**src/rtl/debounce_multi.sv**
```systemverilog
// N-channel push-button conditioner: 2-FF synchroniser, counter debounce, and per-channel
// rise/fall pulses, toggle state and a single long-press pulse.
module debounce_multi #(
  parameter int unsigned N_CH        = 5,
  parameter int unsigned DB_CYCLES   = 1_000_000,
  parameter int unsigned LONG_CYCLES = 100_000_000
) (
  input  logic            clk,
  input  logic            rst_n,
  input  logic [N_CH-1:0] btn_raw_i,
  input  logic [N_CH-1:0] tgl_clr_i,
  output logic [N_CH-1:0] btn_level_o,
  output logic [N_CH-1:0] btn_rise_o,
  output logic [N_CH-1:0] btn_fall_o,
  output logic [N_CH-1:0] btn_toggle_o,
  output logic [N_CH-1:0] btn_long_o
);

  localparam int unsigned CntW  = $clog2(DB_CYCLES);
  localparam int unsigned HoldW = $clog2(LONG_CYCLES + 1);

  localparam logic [CntW-1:0]  CntLast  = CntW'(DB_CYCLES - 1);
  localparam logic [HoldW-1:0] HoldMax  = HoldW'(LONG_CYCLES);
  localparam logic [HoldW-1:0] HoldLast = HoldW'(LONG_CYCLES - 1);

  for (genvar ch = 0; ch < N_CH; ch++) begin : g_ch
    logic             s1_q, s2_q;
    logic             lvl_q, lvl_d;
    logic             prev_q;
    logic             tgl_q, tgl_d;
    logic             rise, fall;
    logic [CntW-1:0]  cnt_q, cnt_d;
    logic [HoldW-1:0] hold_q, hold_d;

    assign rise = lvl_q & ~prev_q;
    assign fall = ~lvl_q & prev_q;

    always_comb begin
      cnt_d  = '0;
      lvl_d  = lvl_q;
      hold_d = '0;
      // Counter only runs while the synchronised input disagrees with the accepted level;
      // any agreement (bounce back) drops it to zero.
      if (s2_q != lvl_q) begin
        if (cnt_q == CntLast) begin
          lvl_d = s2_q;
        end else begin
          cnt_d = cnt_q + 1'b1;
        end
      end
      if (lvl_q) begin
        hold_d = (hold_q == HoldMax) ? hold_q : hold_q + 1'b1;
      end
      // Clear takes priority over a simultaneous rise.
      tgl_d = tgl_clr_i[ch] ? 1'b0 : (tgl_q ^ rise);
    end

    always_ff @(posedge clk or negedge rst_n) begin
      if (!rst_n) begin
        s1_q   <= 1'b0;
        s2_q   <= 1'b0;
        lvl_q  <= 1'b0;
        prev_q <= 1'b0;
        tgl_q  <= 1'b0;
        cnt_q  <= '0;
        hold_q <= '0;
      end else begin
        s1_q   <= btn_raw_i[ch];
        s2_q   <= s1_q;
        lvl_q  <= lvl_d;
        prev_q <= lvl_q;
        tgl_q  <= tgl_d;
        cnt_q  <= cnt_d;
        hold_q <= hold_d;
      end
    end

    assign btn_level_o[ch]  = lvl_q;
    assign btn_rise_o[ch]   = rise;
    assign btn_fall_o[ch]   = fall;
    assign btn_toggle_o[ch] = tgl_q;
    // Fires in the cycle whose edge moves the hold counter onto LONG_CYCLES.
    assign btn_long_o[ch]   = lvl_q & (hold_q == HoldLast);
  end

endmodule

```
**config.mk**
```make
export PLATFORM = sky130hd
export DESIGN_NAME = debounce_multi
export DESIGN_NICKNAME = d
export VERILOG_FILES = /design/src/rtl/debounce_multi.sv
export SDC_FILE = /design/constraint.sdc
export NUM_CORES = 1
export LEC_CHECK = 0
export CAP_MARGIN = 5
export CORE_MARGIN = 2
export CORE_UTILIZATION = 42
export DETAILED_ROUTE_END_ITERATION = 8
export GPL_ROUTABILITY_DRIVEN = 0
export SYNTH_ARGS = -nofsm -noshare
export SYNTH_HDL_FRONTEND = slang
export SYNTH_SLANG_ARGS = --single-unit
```
**constraint.sdc**
```tcl
create_clock -name clk -period 2.9 [get_ports clk]
set_clock_uncertainty 0.1 [all_clocks]
set_input_delay 0.725 -clock clk [delete_from_list [all_inputs] [get_ports clk]]
set_output_delay 0.725 -clock clk [all_outputs]
set_load 0.005 [all_outputs]
```
==> results of run 1 <==
[power groups by stage]
stage / registers [mW] / clock network [mW] / logic [mW]
2_1_floorplan: 3.74 / 0 / 0.0523
6_report: 3.68 / 4.00 / 0.154
3_5_place_dp: 3.74 / 0 / 0.164
5_1_grt: 3.68 / 4.27 / 0.183
3_3_place_gp: 3.74 / 0 / 0.161
4_1_cts: 3.68 / 4.12 / 0.164
[layout make-up]
type	instances	area, um2
Inverter	34	128
Timing Repair Buffer	110	932
Multi-Input combinational cell	959	6240
Fill cell	2812	15200
Clock inverter	15	191
Clock buffer	40	880
Sequential cell	260	6510
Tap cell	396	495
[flip-flops by register name (all words and copies together) (netlist names)]
signal       flops
g_ch.cnt_q     100
g_ch.hold_q    135
g_ch.lvl_q       5
g_ch.prev_q      5
g_ch.s1_q        5
g_ch.s2_q        5
g_ch.tgl_q       5
[cell usage after synthesis (all sizes together), types with 2 or more instances]
library cell,n
mux2,5
ha,15
or3b,2
or2,10
and3,36
and4,20
nor3,47
o21ai,11
xor2,96
nand4b,6
nand3,92
dfrtp,260
xnor2,114
nor2b,19
or4b,2
a21boi,9
clkbuf,33
inv,34
mux2i,6
nor4,31
o21a,4
nor4b,20
nand3b,4
nand4,54
or3,12
nand2,85
nor4bb,2
and2,113
nand2b,6
buf,22
nor2,128
nor3b,3
[worst max path at each step]
stage                       start             to
2_1_floorplan  g_ch[4].hold_q[17]  btn_long_o[4]
3_3_place_gp   g_ch[4].hold_q[17]  btn_long_o[4]
3_5_place_dp   g_ch[4].hold_q[17]  btn_long_o[4]
4_1_cts        g_ch[4].hold_q[17]  btn_long_o[4]
5_1_grt        g_ch[4].hold_q[17]  btn_long_o[4]
6_report       g_ch[4].hold_q[17]  btn_long_o[4]
[cells by family (layout without fill, tap and decap cells)]
family          count (synthesis)  after routing  share of synthesized area, %
buf+inv                        89            199                          3.15
mux                            11             11                         0.891
compound gates                 29             29                          1.48
flops                         260            260                          49.8
xor+xnor                      210            210                          14.1
fa+ha+maj                      15             15                          1.44
simple gates                  694            694                          29.1
[per-stage QoR]
stage | utilization [%] | hold WS [ns] | cell area, um2 | instances
5_1_grt | 50.3 | 0.0486 | 15400 | 1814
3_3_place_gp | 45.7 | 0.237 | 14000 | 1728
4_1_cts | 49.9 | 0.0237 | 15300 | 1803
6_report | 50.3 | 0.00509 | 15400 | 1814
2_1_floorplan | - | 0.231 | 13100 | 1308
3_5_place_dp | 45.7 | 0.248 | 14000 | 1728
[metal layers]
metal	global-route usage [%]	vias up
li1	-	4621
met3	2.47	32
met5	0	-
met4	3.77	0
met1	21.6	4436
met2	25.5	93
[timing repair]
action,4_1_cts,5_1_grt
buffers inserted,20,11
pin swaps,6,7
gates resized for setup,35,8
setup endpoints to repair,6,13
==> impl_metrics.py, run 1 <==
metrics = {
    "yosys": {
        "postSynth.asyncResetShare_pct": 100,
        "synthesis.area_um2": 13100,
        "netlist-cell-type-count": 43,
        "synth_area_per_cell_um2": 9.98,
        "synth_largest_area_cell": "dfrtp_1",
        "netlist.area_leader.share_pct": 49.8,
        "synthCells": 1308,
        "ys.warnings.count": 0,
        "yosysSeqAreaShare_pct": 49.8,
        "ys_seq_elements": 260,
        "synth_ff_type": "dfrtp_1",
        "syn-num-nets": 1335,
        "synth_edf_count": 0,
        "synth.area.top_cells": "dfrtp_1 50%, xnor2_1 7.6%, xor2_1 6.4%",
    },
    "grt": {
        "gr-total-overflow": 0,
        "grt_pass1_vias": 9337,
        "grt_pass1_wl_um": 44100,
        "antenna_found_initial": 0,
        "track_usage_pct": 15.5,
        "grt_max_degree": 66,
    },
    "min_path": {
        "holdCritPathClass": "in -> async",
    },
    "pwr": {
        "combPwrFrac_pct": 2.0,
        "p_sw_share_pct": 21.1,
        "pwr_density_cell_nw_per_um2": 509,
        "pwr-share-clk_pct": 51.1,
        "ir_drop_v": 0.000556,
        "p_sw_mw": 1.66,
        "totalPowerFinal_mw": 7.83,
        "p_leak_nw": 6.73,
        "cellInternalPower_mw": 6.17,
        "p_seq_share_pct": 46.9,
    },
    "clock_tree": {
        "clk_pin_slew_ns": 0.06,
        "numCtsBuffers": 30,
        "cts.sinks": 260,
        "clk_latency_ns": 0.55,
        "cts_max_level": 1,
        "cts_hold_buffers": 0,
        "clk_path_buf_depth": 3,
        "cts_tree": "yes",
        "cts_root_buf": "clkbuf_16",
    },
    "route": {
        "firstDrtPassIters": 5,
        "vias": 9182,
        "drc": 0,
        "wl_met2_um": 11300,
        "totalWireLength_um": 24700,
        "wl_per_cell_um": 13.6,
        "top_layer_used": "met4",
        "dr_wl_met3_um": 748,
        "vias_per_cell": 5.06,
        "drt-met1-wl_um": 12300,
        "ant_nets": 0,
        "drtIter0Drc": 556,
    },
    "layout": {
        "most-common-layout-cells": "258 x dfrtp_1, 128 x nor2_1, 114 x xnor2_1",
        "area_growth_pct": 17.7,
        "drive_gt1_share_pct": 11.9,
        "nNetsFinal": 1422,
        "diodes": 0,
        "final_common_cell": "dfrtp_1",
    },
    "sta": {
        "finalSetupTns_ns": -0.173,
        "maxSlewViolCount": 0,
        "hold_violations": 0,
        "setup_viol_count_final": 2,
        "rsz0062_at_grt": "yes",
        "max_freq_mhz": 327,
        "setup_ws_ns": -0.159,
        "slew-limit-headroom_pct": 52.9,
        "finalCritPeriodShare_pct": 105,
        "worst_pin_slew_ns": 0.701,
        "finalCriticalPeriod_ns": 3.06,
    },
    "job": {
        "maxCapViolations": 0,
    },
    "critical_path": {
        "cp.required_ns": 2.08,
        "r2r-start": "g_ch[1].hold_q[15]",
        "crit_type": "reg -> out",
        "cp_num_cells": 4,
        "cp_data_arrival_time_ns": 2.23,
        "worst-path-buf-inv": 1,
        "r2r-end": "g_ch[1].hold_q[2]",
        "reg2reg_slack_ns": 0.17,
        "slowest_delay_ns": 0.52,
        "rr_worst_depth": 14,
        "critPathCaptureType": "output pin",
        "path_cells": "or4b_1 > or4_4 > nor4_2 > buf_2",
        "crit_fanout": 2,
        "cpMaxStageDelayCell": "or4b_1",
        "critPathLaunchType": "register",
        "cp_top_family": "simple AND/OR/NAND/NOR gates",
    },
    "place": {
        "hpwl_um": 15700,
        "io_buffers": 36,
        "post-place-ws_ns": -0.147,
    },
    "floorplanning": {
        "row_count": 64,
        "die_area_um2": 32500,
        "coreArea_um2": 30600,
        "initial_core_util_pct": 42.7,
        "pin_count": 37,
        "die_width_um": 180,
        "die_y_um": 180,
    },
    "run_status": {
        "violations": "negative setup slack",
        "run_status": "complete, but fails checks",
    },
}
No activity file was read; power rests on OpenSTA's default activity.
==> run 2, diff against run 1 <==
--- a/config.mk
+++ b/config.mk
@@ -7,9 +7,10 @@
 export LEC_CHECK = 0
 export CAP_MARGIN = 5
 export CORE_MARGIN = 2
-export CORE_UTILIZATION = 42
+export CORE_UTILIZATION = 58
 export DETAILED_ROUTE_END_ITERATION = 8
 export GPL_ROUTABILITY_DRIVEN = 0
+export PLACE_DENSITY = 0.76
 export SYNTH_ARGS = -nofsm -noshare
 export SYNTH_HDL_FRONTEND = slang
 export SYNTH_SLANG_ARGS = --single-unit
==> run 2 against run 1 <==
Against the previous run:
- the run still ends with negative setup slack left
- setup slack better by 0.036 ns
- critical endpoint unchanged
- clock-buffer cell count rose by 2
- hold slack worse by 0.0033 ns
- highest routed layer unchanged
- sequential share of layout area up 0.81 points
- via count up 0.77%
- clock power down 5%
- register-to-register slack better by 0.38 ns
- critical path depth is the same
- final cell count shrank 7.3%
==> impl_metrics.py, run 2 (same netlist as run 1, synthesis figures left out) <==
metrics = {
    "layout": {
        "top_regs": "g_ch.hold_q x135, g_ch.cnt_q x100",
        "final_common_cell": "dfrtp_1",
        "most-common-layout-cells": "258 x dfrtp_1, 127 x nor2_1, 114 x xnor2_1",
        "area_growth_pct": 15.5,
        "diodes": 0,
        "fin_util_pct": 68.7,
        "largest_reg_flops": 135,
        "regMostFlops": "g_ch.hold_q",
        "nNetsFinal": 1407,
        "drive_gt1_share_pct": 10.9,
    },
    "sta": {
        "setup_viol_count_final": 2,
        "hold_violations": 0,
        "setup_ws_ns": -0.124,
        "max_freq_mhz": 331,
        "finalCriticalPeriod_ns": 3.02,
        "worst_pin_slew_ns": 0.735,
        "slew-limit-headroom_pct": 50.6,
        "rsz0062_at_grt": "yes",
        "maxSlewViolCount": 0,
        "finalCritPeriodShare_pct": 104,
    },
    "clock_tree": {
        "cts.sinks": 260,
        "clk_pin_slew_ns": 0.06,
        "cts_tree": "yes",
        "clk_path_buf_depth": 3,
        "clk_latency_ns": 0.54,
        "cts_hold_buffers": 0,
        "cts_max_level": 1,
        "cts_root_buf": "clkbuf_16",
        "numCtsBuffers": 28,
    },
    "route": {
        "wl_per_cell_um": 14.4,
        "vias": 9253,
        "drtIter0Drc": 600,
        "firstDrtPassIters": 4,
        "vias_per_cell": 5.50,
        "drc": 0,
        "ant_nets": 0,
        "totalWireLength_um": 24200,
    },
    "grt": {
        "grt_pass1_wl_um": 42700,
        "grt_max_degree": 71,
        "grt_pass1_vias": 9274,
        "antenna_found_initial": 0,
        "gr-total-overflow": 0,
        "track_usage_pct": 21.1,
    },
    "pwr": {
        "totalPowerFinal_mw": 7.65,
        "p_leak_nw": 6.63,
        "pwr_density_cell_nw_per_um2": 507,
        "ir_drop_v": 0.000529,
    },
    "min_path": {
        "holdCritPathClass": "in -> async",
    },
    "floorplanning": {
        "die_area_um2": 23700,
        "initial_core_util_pct": 59.5,
        "row_count": 54,
        "die_width_um": 154,
        "die_y_um": 154,
        "pin_count": 37,
        "coreArea_um2": 22000,
    },
    "job": {
        "maxCapViolations": 0,
    },
    "critical_path": {
        "cp.required_ns": 2.08,
        "critPathCaptureType": "output pin",
        "crit_fanout": 2,
        "cp_data_arrival_time_ns": 2.20,
        "crit_type": "reg -> out",
        "critPathLaunchType": "register",
    },
    "place": {
        "hpwl_um": 15300,
        "io_buffers": 36,
    },
    "run_status": {
        "violations": "negative setup slack",
        "run_status": "complete, but fails checks",
    },
}
## run 2: changes by cell type in the layout (fill, tap and decap cells not counted), sizes merged
cell	delta
buf	-14
clkbuf	+3
clkinv	-4
clkinvlp	-2
## run 2: layer usage
layer,GRT usage (%),vias up,share of wire [%]
li1,-,4573,-
met1,29.0,4539,47
met4,5.43,0,2.1
met3,3.16,38,3.0
met2,35.3,103,48
met5,0,-,0
## run 2: path summary, 6_finish.rpt
kind	startpoint	to	slack, ns	cells after the start
setup / recovery	g_ch[4].hold_q[17]	btn_long_o[4]	-0.12	4
hold / removal	rst_n	g_ch[4].hold_q[6]	0.002	1
setup reg to reg	g_ch[4].hold_q[17]	g_ch[4].hold_q[1]	0.55	6
hold reg to reg	g_ch[0].s1_q	g_ch[0].s2_q	0.25	0
max in group asynchronous	rst_n	g_ch[1].hold_q[17]	1.92	2
min in group clk	g_ch[0].s1_q	g_ch[0].s2_q	0.25	0
## run 2: report_power, final
part	internal [mW]	switching [mW]	total (mW)
Sequential	3.65	0.0232	3.68
Combinational	0.0443	0.108	0.152
Clock	2.40	1.42	3.82
## run 2: critical path, stage by stage (launching register included)
cell and delay, ns:
dfrtp_1 0.37, or4b_1 0.51, or4_4 0.50, nor4_2 0.14, buf_2 0.15
## run 2: final cells by class
cell class / count / area, um2
multi-input cells: 959 / 6240
repair buffers: 97 / 847
flip-flops and latches: 260 / 6510
well taps: 280 / 350
clock inverters: 9 / 145
inverters: 34 / 128
clock buffers: 42 / 865
fillers: 1611 / 6870
## run 2: repair_timing
item	CTS	global route
gates resized for setup	31	13
buffers inserted	16	3
pin swaps	9	5
setup endpoints to repair	5	8
## run 2: metrics by stage
step                      setup slack, ns  hold slack (ns)  TNS, ns  instances  cell area (um2)
after global placement            -0.0842            0.234  -0.0842       1611            13800
final                              -0.124          0.00180   -0.138       1681            15100
after detailed placement           -0.116            0.235   -0.134       1611            13800
after floorplan                     0.341            0.231        0       1308            13100
after global routing               -0.192           0.0436   -0.308       1681            15100
after CTS                          -0.138           0.0186   -0.210       1678            15000
